### src/rtl/disp_ctrl.sv
// Serial display driver: shifts a 23-bit frame (plus a leading pad bit) into a 24-bit 595-style chain.
// Optional macro DISP_BLANK_EN keeps oe_n high until the first frame has been latched.
module disp_ctrl #(
  parameter int CLK_DIV = 4
) (
  input  logic        clk,
  input  logic        rst_n,
  input  logic        dis,
  input  logic [22:0] disdata,
  output logic        busy,
  output logic        sclk,
  output logic        sdo,
  output logic        rclk,
  output logic        overrun,
  output logic        oe_n
);

  localparam int CNT_W = $clog2(CLK_DIV + 1);
  localparam logic [CNT_W-1:0] DIV_LAST = CNT_W'(CLK_DIV - 1);
  localparam logic [CNT_W-1:0] DIV_ONE  = CNT_W'(1);
  localparam logic [4:0]       LAST_BIT = 5'd23;

  typedef enum logic [1:0] {
    IDLE  = 2'd0,
    SHIFT = 2'd1,
    LATCH = 2'd2
  } state_t;

  state_t           state_reg, state_next;
  logic [CNT_W-1:0] div_cnt_reg, div_cnt_next;
  logic [4:0]       bit_idx_reg, bit_idx_next;
  logic [22:0]      shadow_reg, shadow_next;
  logic [22:0]      pend_reg, pend_next;
  logic             pend_valid_reg, pend_valid_next;
  logic             busy_reg, busy_next;
  logic             sclk_reg, sclk_next;
  logic             sdo_reg, sdo_next;
  logic             rclk_reg, rclk_next;
  logic             overrun_reg, overrun_next;

  always_ff @(posedge clk or negedge rst_n) begin
    if (!rst_n) begin
      state_reg      <= IDLE;
      div_cnt_reg    <= '0;
      bit_idx_reg    <= '0;
      shadow_reg     <= '0;
      pend_reg       <= '0;
      pend_valid_reg <= 1'b0;
      busy_reg       <= 1'b0;
      sclk_reg       <= 1'b0;
      sdo_reg        <= 1'b0;
      rclk_reg       <= 1'b0;
      overrun_reg    <= 1'b0;
    end else begin
      state_reg      <= state_next;
      div_cnt_reg    <= div_cnt_next;
      bit_idx_reg    <= bit_idx_next;
      shadow_reg     <= shadow_next;
      pend_reg       <= pend_next;
      pend_valid_reg <= pend_valid_next;
      busy_reg       <= busy_next;
      sclk_reg       <= sclk_next;
      sdo_reg        <= sdo_next;
      rclk_reg       <= rclk_next;
      overrun_reg    <= overrun_next;
    end
  end

  always_comb begin
    state_next      = state_reg;
    div_cnt_next    = div_cnt_reg;
    bit_idx_next    = bit_idx_reg;
    shadow_next     = shadow_reg;
    pend_next       = pend_reg;
    pend_valid_next = pend_valid_reg;
    busy_next       = busy_reg;
    sclk_next       = sclk_reg;
    sdo_next        = sdo_reg;
    rclk_next       = rclk_reg;
    overrun_next    = 1'b0;

    case (state_reg)
      IDLE: begin
        if (dis) begin
          shadow_next  = disdata;
          state_next   = SHIFT;
          busy_next    = 1'b1;
          div_cnt_next = '0;
          bit_idx_next = '0;
          sclk_next    = 1'b0;
          sdo_next     = 1'b0;
        end
      end

      SHIFT: begin
        if (dis) begin
          pend_next       = disdata;
          pend_valid_next = 1'b1;
          overrun_next    = pend_valid_reg;
        end
        if (div_cnt_reg == DIV_LAST) begin
          div_cnt_next = '0;
          if (!sclk_reg) begin
            sclk_next = 1'b1;
          end else if (bit_idx_reg == LAST_BIT) begin
            sclk_next  = 1'b0;
            rclk_next  = 1'b1;
            state_next = LATCH;
          end else begin
            // Falling edge: present the next bit (pad is bit 0, disdata[22] is bit 1).
            sclk_next    = 1'b0;
            bit_idx_next = bit_idx_reg + 5'd1;
            sdo_next     = shadow_reg[5'd22 - bit_idx_reg];
          end
        end else begin
          div_cnt_next = div_cnt_reg + DIV_ONE;
        end
      end

      LATCH: begin
        if (div_cnt_reg == DIV_LAST) begin
          rclk_next    = 1'b0;
          div_cnt_next = '0;
          if (dis || pend_valid_reg) begin
            // A strobe arriving on the exit cycle is newer than any stored frame.
            shadow_next     = dis ? disdata : pend_reg;
            overrun_next    = dis & pend_valid_reg;
            pend_valid_next = 1'b0;
            state_next      = SHIFT;
            bit_idx_next    = '0;
            sclk_next       = 1'b0;
            sdo_next        = 1'b0;
          end else begin
            state_next = IDLE;
            busy_next  = 1'b0;
          end
        end else begin
          div_cnt_next = div_cnt_reg + DIV_ONE;
          if (dis) begin
            pend_next       = disdata;
            pend_valid_next = 1'b1;
            overrun_next    = pend_valid_reg;
          end
        end
      end

      default: begin
        state_next = IDLE;
        busy_next  = 1'b0;
        sclk_next  = 1'b0;
        rclk_next  = 1'b0;
      end
    endcase
  end

  assign busy    = busy_reg;
  assign sclk    = sclk_reg;
  assign sdo     = sdo_reg;
  assign rclk    = rclk_reg;
  assign overrun = overrun_reg;

`ifdef DISP_BLANK_EN
  logic rclk_d_reg;
  logic oe_n_reg;

  // Display is unblanked the cycle after the first latch pulse ends.
  always_ff @(posedge clk or negedge rst_n) begin
    if (!rst_n) begin
      rclk_d_reg <= 1'b0;
      oe_n_reg   <= 1'b1;
    end else begin
      rclk_d_reg <= rclk_reg;
      if (rclk_d_reg && !rclk_reg)
        oe_n_reg <= 1'b0;
    end
  end

  assign oe_n = oe_n_reg;
`else
  assign oe_n = 1'b0;
`endif

endmodule

### config.mk
export PLATFORM = sky130hd
export DESIGN_NAME = disp_ctrl
export DESIGN_NICKNAME = d
export VERILOG_FILES = /design/src/rtl/disp_ctrl.sv
export SDC_FILE = /design/constraint.sdc
export NUM_CORES = 1
export LEC_CHECK = 0
export ABC_AREA = 0
export ABC_CLOCK_PERIOD_IN_PS = 1900
export BUFFER_PORTS_ARGS = -buffer_cell sky130_fd_sc_hd__buf_2
export CORE_MARGIN = 3
export CORE_UTILIZATION = 53
export DETAILED_ROUTE_END_ITERATION = 8
export GPL_ROUTABILITY_DRIVEN = 0
export GPL_TIMING_DRIVEN = 0
export PLACE_DENSITY_LB_ADDON = 0.3
export SYNTH_ARGS = -nofsm -noshare
export SYNTH_HDL_FRONTEND = slang
export SYNTH_SLANG_ARGS = --single-unit
### constraint.sdc
create_clock -name clk -period 1.9 [get_ports clk]
set_input_delay 0.19 -clock clk [delete_from_list [all_inputs] [get_ports clk]]
set_output_delay 0.19 -clock clk [all_outputs]
set_load 0.02 [all_outputs]
# Yosys cells after proc, flatten, opt, wreduce, memory -nomap -nowiden
# Cells that the tools add are included.
# W data, S select, Z words.
[word_totals]
register_bits = 62
input_bits = 26
output_inout_bits = 6
word_cells = 100
[classes]
n_addsub = 3
n_lt_le_gt_ge = 1
eq_ne = 14
muxes = 52
bitwise = 3
reduce_logical = 16
[ops]
columns = ["op", "n"]
rows = [
  ["$mux W23", 5],
  ["$pmux W23 S2", 2],
  ["$mux W5", 6],
  ["$mux W1", 22],
  ["$ne A2 B2 Y1 const B", 9],
  ["$pmux W5 S3", 1],
  ["$pmux W1 S3", 4],
  ["$reduce_and A4 Y1", 3],
  ["$mux W2", 5],
  ["$reduce_and A5 Y1", 2],
  ["$reduce_and A7 Y1", 1],
  ["$lt A5 B6 Y1 const B", 1],
  ["$mux W3", 2],
  ["$pmux W2 S3", 1],
  ["$pmux W3 S2", 1],
  ["$reduce_and A2 Y1", 3],
  ["$reduce_bool A2 Y1", 3],
  ["$add A5 B1 Y5 const B", 1],
  ["$bmux W1 S5", 1],
  ["$eq A5 B5 Y1 const B", 1],
  ["$sub A5 B5 Y5 const A", 1],
  ["$pmux W1 S2", 2],
  ["$add A3 B1 Y3 const B", 1],
  ["$eq A3 B2 Y1 const B", 1],
  ["9 further kinds", 10],
]

# Logic depth before layout (Yosys ltp)
# Gate-level depths: netlist (run 1).
[depth]
ltp_word = 7
mapped_depth = 9
mapped_depth_nobuf = 7

# Worst setup path after synthesis (run 1)
# Ideal clock, no wire load.
[synth_timing]
path_kind = "flip-flop to flip-flop"
from = "register bit_idx_reg[1]"
to = "register sdo_reg, in the netlist sdo"
setup_ns = 0.131
arrival_ns = 1.686
required_time_ns = 1.769
setup_slack_ns = 0.083
stages_incl_launch_ff = 8
n_path_buf = 1
period_less_slack_ns = 1.817
cell_sequence = "dfrtp_1 > ha_1 > buf_2 > mux4_2 > mux2i_1 > a21oi_1 > a31oi_1 > a211oi_2"
[synth_between]
elab_chain_cells = 7
word_cells_on_any_way = 10
classes_between = "1 x add/sub; 2 x eq/ne; 6 x mux; 1 x reduce/logical"
[synth_lines]
columns = ["item", "line_no", "text"]
rows = [
  ["start: declaration", "31", "logic [4:0] bit_idx_reg, bit_idx_next;"],
  ["start signal: assignment", "57", "bit_idx_reg <= bit_idx_next;"],
  ["$sub A5 B5 Y5", "113", "sdo_next = shadow_reg[5'd22 - bit_idx_reg];"],
  ["$bmux W1 S5", "113", ""],
  ["$mux W1 (implied by the code)", "113", ""],
  ["$mux W1", "105", "end else if (bit_idx_reg == LAST_BIT) begin"],
  ["$mux W1", "103", "if (!sclk_reg) begin"],
  ["$mux W1", "101", "if (div_cnt_reg == DIV_LAST) begin"],
  ["$pmux W1 S3", "82", "case (state_reg)"],
  ["end signal: assignment", "63", "sdo_reg <= sdo_next;"],
  ["end: declaration", "37", "logic sdo_reg, sdo_next;"],
]
# Parallel ways exist; a longest one is shown, timed or not. The select of a mux whose other input is x is not followed.
# A chain may end at the register's enable or synchronous reset.

# Final worst setup path (run 1)
# Same ends and word-level chain as after synthesis.

==> impl_metrics.py, run 1 <==
metrics = {
    "synth": {
        "ys_async_sr_fraction_pct": 100,
        "synth_nets": 327,
        "syn_inst": 295,
        "synth-seq-cells": 62,
        "yosys_warnings": 0,
        "synth_flop_cell": "dfrtp_1",
        "synth.area.top_cells": "dfrtp_1, mux2_2, mux2i_1",
        "synth.avg_cell_area_um2": 10.9,
        "synth_edf_count": 0,
        "synth_seq_area_share_pct": 48.2,
        "synth_area_um2": 3220,
        "yosysUniqueCellTypes": 44,
        "synth.largest_area_cell": "dfrtp_1",
        "synth_top_area_share_pct": 48.2,
    },
    "timing": {
        "hold_viol": 0,
        "period_share_pct": 100,
        "slew-limit-headroom_pct": 48.1,
        "setup_viol": 1,
        "fin_worst_skew_ns": 0.00721,
        "postLayoutSetupSlackWorst_ns": -0.00896,
        "clock.fmax_mhz": 524,
        "rsz0062_at_grt": "true",
        "layout_min_cycle_time_ns": 1.91,
        "finalMaxSlewViolations": 0,
        "worst_pin_slew_ns": 0.779,
    },
    "clocking": {
        "root_buffer": "clkbuf_8",
        "clk_pin_slew_worst_paths_ns": 0.06,
        "cts_tree": "built",
        "clockBufferDepth": 2,
        "clk_latency_ns": 0.33,
        "cts_max_level": 3,
        "cts_sinks": 62,
        "numCtsBuffers": 9,
    },
    "route": {
        "antenna_left": 0,
        "wire_per_inst_um": 15.8,
        "drc": 0,
        "vias_per_cell": 5.58,
        "routed_wl_um": 6720,
        "drt_first_pass_iters": 4,
        "vias": 2371,
        "drt_iter0_drc": 215,
    },
    "setup_path": {
        "crit_path_top_delay_cell": "dfrtp_2",
        "crit_fanout": 10,
        "timing.rr.start": "bit_idx_reg[1]",
        "critPathLaunch": "bit_idx_reg[1]",
        "critical_path_class": "flop to flop",
        "cpPeakStageDelay_ns": 0.46,
        "cp_cell_sequence": "ha_4 -> buf_4 -> xnor2_1 -> a2111oi_1 -> a31oi_1 -> a32oi_1 -> a211oi_2",
        "path_delay_family": "compound AO/OA/AOI/OAI gates",
        "critPathLaunchType": "flop",
        "critical_path_arrival_ns": 2.11,
        "crit_buf_inv": 1,
        "critPathCaptureType": "flop",
        "required_ns": 2.10,
    },
    "global_routing": {
        "met3_usage_pct": 3.95,
        "grtUsageMet1_pct": 27.1,
        "grt_util_all_layers_pct": 20.0,
        "antenna_found_initial": 0,
        "grt_pass1_vias": 2403,
        "grt_first_pass_wirelength_um": 11300,
        "grt-busiest-layer": "met2",
        "grt_max_degree": 63,
        "overflow": 0,
        "grtUsageMet2_pct": 31.1,
    },
    "hold_path": {
        "holdCritStartpoint": "disdata[10]",
        "hold_class": "primary input to flop",
    },
    "final_layout": {
        "n_antenna_cell": 0,
        "utilization_pct": 68.0,
        "nets": 381,
        "drive_gt1_share_pct": 35.1,
        "stdcell_area_um2": 3880,
        "seqCellArea_um2": 1560,
        "area_delta_synth_final_pct": 20.5,
        "fill_cells": 423,
        "final_common_cell": "dfrtp_1",
        "multi_input_area_um2": 1660,
        "final_cell_mix": "dfrtp_1, nand2_1, buf_2, mux2i_1",
    },
    "placement": {
        "portBuffers": 30,
        "pre_cts_ws_ns": -0.180,
        "dp_hpwl_um": 4440,
        "placed_cell_area_um2": 3460,
    },
    "floorplan": {
        "die_width_um": 84.0,
        "rows": 27,
        "start_util_pct": 56.4,
        "pin_count": 32,
        "fp.dieH_um": 84.0,
        "dieArea_um2": 7050,
        "core_um2": 5710,
    },
    "pwr": {
        "power_frac_clock_pct": 16.3,
        "leakage_nw": 1.85,
        "power_frac_comb_pct": 46.4,
        "p_sw_share_pct": 37.6,
        "seqPwrFrac_pct": 37.4,
        "power.total_w": 0.00619,
        "p_sw_w": 0.00233,
        "powerDensity_nw_per_um2": 1590,
        "p_int_w": 0.00386,
        "ir_worst_vdd_mv": 0.715,
    },
    "flow_run": {
        "drv_cap": 0,
    },
    "status": {
        "violations": "negative setup slack",
        "status": "finished, violations left",
    },
}
## power groups by stage
| stage | sequential [W] | clock (W) | combinational (W) |
|---|---|---|---|
| detailed placement | 0.00230 | 0 | 0.00243 |
| finish | 0.00231 | 0.00101 | 0.00287 |
| CTS | 0.00230 | 0.00102 | 0.00260 |
| global placement | 0.00227 | 0 | 0.00236 |
| global route | 0.00239 | 0.00108 | 0.00316 |
| floorplan | 0.00224 | 0 | 0.00188 |
## per-stage QoR
stage	instances	hold slack, ns	setup TNS, ns
finish	425	0.0999	-0.00896
global route	425	0.0933	-0.144
CTS	417	0.0866	0
detailed placement	397	0.439	-5.38
global placement	397	0.437	-4.07
floorplan	295	-0.106	0
## layout make-up
type / count / area share [%]
multi-input cells: 209 / 42.7
flip-flops and latches: 62 / 40.1
repair buffers: 43 / 6.51
clock buffers: 14 / 4.19
plain buffers: 19 / 3.58
well taps: 72 / 2.32
inverters: 5 / 0.483
clock inverters: 1 / 0.129
## Yosys cell counts, types with 2 or more instances
cell	n
nor2b_1	9
inv_1	5
a21oi_1	6
a2111oi_0	4
nand2b_1	10
mux2i_1	27
a22oi_1	2
o21ai_1	23
nor2_1	10
a221o_1	2
o21a_1	2
ha_1	6
mux4_2	2
buf_2	10
buf_4	5
nand3_1	3
o21ai_0	9
nand4_1	2
mux2_2	26
clkbuf_1	2
nand2_1	37
dfrtp_1	62
a22o_1	3
nor3_1	3
buf_6	2
a31oi_1	5
## worst paths after layout
path,cells past startpoint,slack (ns),end
worst min-delay path,2,0.1,pend_reg[10]
worst min register to register,2,0.49,shadow_reg[22]
min in group asynchronous,2,0.47,pend_reg[8]
max in group asynchronous,2,0.86,state_reg[0]
worst max-delay path,7,-0.009,sdo
worst max register to register,7,-0.009,sdo
## worst reg2reg max path, cell delays in order, from the launching register on
cell and delay, ns:
dfrtp_2 0.46, ha_4 0.17, buf_4 0.18, xnor2_1 0.19, a2111oi_1 0.36, a31oi_1 0.08, a32oi_1 0.26, a211oi_2 0.09
## cells by family (layout without fill, tap and decap cells)
family,after synthesis,in the layout,synth area share (%)
AOI/OAI and AO/OA,67,67,14.3
xor gates and xnor gates,2,2,0.544
adders and majority gates,6,6,2.33
buffers and inverters,24,82,4.23
DFF,62,62,48.2
muxes,55,55,18.9
other,1,1,0.116
and+or+nand+nor,78,78,11.4
## timing repair
item	4_1_cts	5_1_grt
endpoints found under the setup margin	46	37
setup buffers	5	7
hold buffers	0	1
gates resized for setup	19	22
pin swaps	5	5
endpoints found under the hold margin	0	1
## per-layer routing
layer  share of wire, %  wire length (um)
met1                 47              3180
met2                 48              3230
met3                3.2               218
met4                1.4                97
met5                  0                 0
Power figures use the tool's default switching activity.
==> inputs of run 2 (changes only) <==
--- a/config.mk
+++ b/config.mk
@@ -9,11 +9,13 @@
 export ABC_CLOCK_PERIOD_IN_PS = 1900
 export BUFFER_PORTS_ARGS = -buffer_cell sky130_fd_sc_hd__buf_2
 export CORE_MARGIN = 3
-export CORE_UTILIZATION = 53
+export CORE_UTILIZATION = 35
 export DETAILED_ROUTE_END_ITERATION = 8
 export GPL_ROUTABILITY_DRIVEN = 0
 export GPL_TIMING_DRIVEN = 0
 export PLACE_DENSITY_LB_ADDON = 0.3
+export RECOVER_POWER = 100
+export SKIP_LAST_GASP = 1
 export SYNTH_ARGS = -nofsm -noshare
 export SYNTH_HDL_FRONTEND = slang
 export SYNTH_SLANG_ARGS = --single-unit
==> impl_metrics.py, run 2 (synthesized netlist as in run 1, its figures left out) <==
metrics = {
    "pwr": {
        "ir_worst_vdd_mv": 0.658,
        "seqPwrFrac_pct": 35.2,
        "leakage_nw": 1.86,
        "power_frac_clock_pct": 19.7,
        "p_int_w": 0.00414,
        "p_sw_w": 0.00238,
        "power.total_w": 0.00652,
        "powerDensity_nw_per_um2": 1640,
        "power_frac_comb_pct": 45.1,
        "p_sw_share_pct": 36.5,
    },
    "final_layout": {
        "stdcell_area_um2": 3980,
        "drive_gt1_share_pct": 34.4,
        "nets": 382,
        "final_cell_mix": "dfrtp_1, nand2_1, buf_2, mux2i_1, mux2_2",
        "utilization_pct": 45.0,
        "final_common_cell": "dfrtp_1",
        "area_delta_synth_final_pct": 23.7,
        "n_antenna_cell": 0,
    },
    "timing": {
        "hold_viol": 0,
        "fin_worst_skew_ns": 0.00876,
        "finalMaxSlewViolations": 0,
        "worst_pin_slew_ns": 0.773,
        "setup_viol": 0,
        "setup-tns-final_ns": 0,
        "rsz0062_at_grt": "true",
        "period_share_pct": 99.3,
        "clock.fmax_mhz": 530,
        "layout_min_cycle_time_ns": 1.89,
        "slew-limit-headroom_pct": 48.5,
    },
    "clocking": {
        "cts_sinks": 62,
        "root_buffer": "clkbuf_8",
        "clk_pin_slew_worst_paths_ns": 0.07,
        "cts_max_level": 3,
        "clk_latency_ns": 0.33,
        "clockBufferDepth": 2,
        "cts_tree": "built",
        "numCtsBuffers": 9,
    },
    "global_routing": {
        "grt_max_degree": 63,
        "antenna_found_initial": 0,
        "grt_first_pass_wirelength_um": 11700,
        "grt_pass1_vias": 2356,
        "grt_util_all_layers_pct": 14.4,
        "overflow": 0,
    },
    "route": {
        "drt_first_pass_iters": 4,
        "drc": 0,
        "antenna_left": 0,
        "drt_iter0_drc": 99,
        "vias_per_cell": 5.19,
        "routed_wl_um": 6950,
        "wire_per_inst_um": 15.0,
        "vias": 2405,
    },
    "hold_path": {
        "hold_class": "primary input to flop",
    },
    "floorplan": {
        "core_um2": 8850,
        "die_width_um": 102,
        "rows": 34,
        "pin_count": 32,
        "dieArea_um2": 10400,
        "fp.dieH_um": 102,
        "start_util_pct": 36.4,
    },
    "setup_path": {
        "critical_path_arrival_ns": 2.09,
        "critical_path_class": "flop to flop",
        "required_ns": 2.11,
        "crit_fanout": 10,
        "critPathCaptureType": "flop",
        "critPathLaunchType": "flop",
    },
    "placement": {
        "portBuffers": 30,
        "placed_cell_area_um2": 3510,
        "dp_hpwl_um": 4820,
    },
    "flow_run": {
        "drv_cap": 0,
    },
    "status": {
        "status": "finished, final reports clean",
    },
}
==> run 2: cell types whose count changed in the layout (fill, tap and decap cells not counted), sizes merged <==
cell	before	now
clkbuf	16	23
bufinv	0	2
buf	59	51
clkinv	1	2
==> run 2: worst paths after layout <==
check / start / to / slack (ns) / cells past startpoint
worst min-delay path: disdata[7] / pend_reg[7] / 0.10 / 2
worst max-delay path: bit_idx_reg[1] / sdo / 0.01 / 7
max in group asynchronous: rst_n / bit_idx_reg[1] / 0.87 / 2
min in group asynchronous: rst_n / busy / 0.48 / 2
worst max register to register: bit_idx_reg[1] / sdo / 0.01 / 7
worst min register to register: shadow_reg[0] / shadow_reg[0] / 0.48 / 2
==> run 2: critical path: stages (launching register included) <==
cell	delay [ns]
dfrtp_2	0.44
ha_4	0.16
buf_4	0.18
xnor2_2	0.19
a2111oi_2	0.35
a31oi_1	0.10
a32oi_1	0.25
a211oi_2	0.11
==> run 2: power groups by stage <==
stage / Clock (W) / Sequential [W] / Combinational, W
after CTS: 0.00131 / 0.00229 / 0.00271
after global routing: 0.00136 / 0.00237 / 0.00325
final: 0.00128 / 0.00229 / 0.00294
after global placement: 0 / 0.00227 / 0.00242
after floorplan: 0 / 0.00224 / 0.00188
after detailed placement: 0 / 0.00229 / 0.00250
==> run 2: per-layer routing <==
| layer | global-route usage (%) | share of wire [%] | vias to the layer above |
|---|---|---|---|
| met5 | 0 | 0 | - |
| met4 | 6.26 | 1.3 | 0 |
| met3 | 2.53 | 3.8 | 8 |
| met2 | 22.9 | 50 | 40 |
| met1 | 19.4 | 45 | 1192 |
| li1 | - | - | 1165 |
==> run 2: final cells by class <==
class | instances | area, um^2
plain buffers | 19 | 149
clock inverters | 4 | 70.1
multi-input cells | 209 | 1660
fillers | 861 | 4860
clock buffers | 12 | 145
flip-flops and latches | 62 | 1550
inverters | 5 | 18.8
well taps | 108 | 135
repair buffers | 44 | 254
==> run 2: timing repair <==
item | in CTS | in global routing
resized for setup | 21 | 20
endpoints found under the setup margin | 48 | 50
setup buffers | 5 | 8
pin swaps | 5 | 3
hold buffers | 1 | 0
hold endpoints to repair | 62 | 0
==> run 2: through the flow <==
| step | hold WS, ns | std cells | setup WS (ns) |
|---|---|---|---|
| after global routing | 0.0975 | 463 | -0.0243 |
| final | 0.100 | 463 | 0.0131 |
| after CTS | 0.0937 | 455 | -0.00715 |
| after floorplan | -0.106 | 295 | 0.0832 |
| after detailed placement | 0.327 | 433 | -0.240 |
| after global placement | 0.438 | 433 | -0.242 |
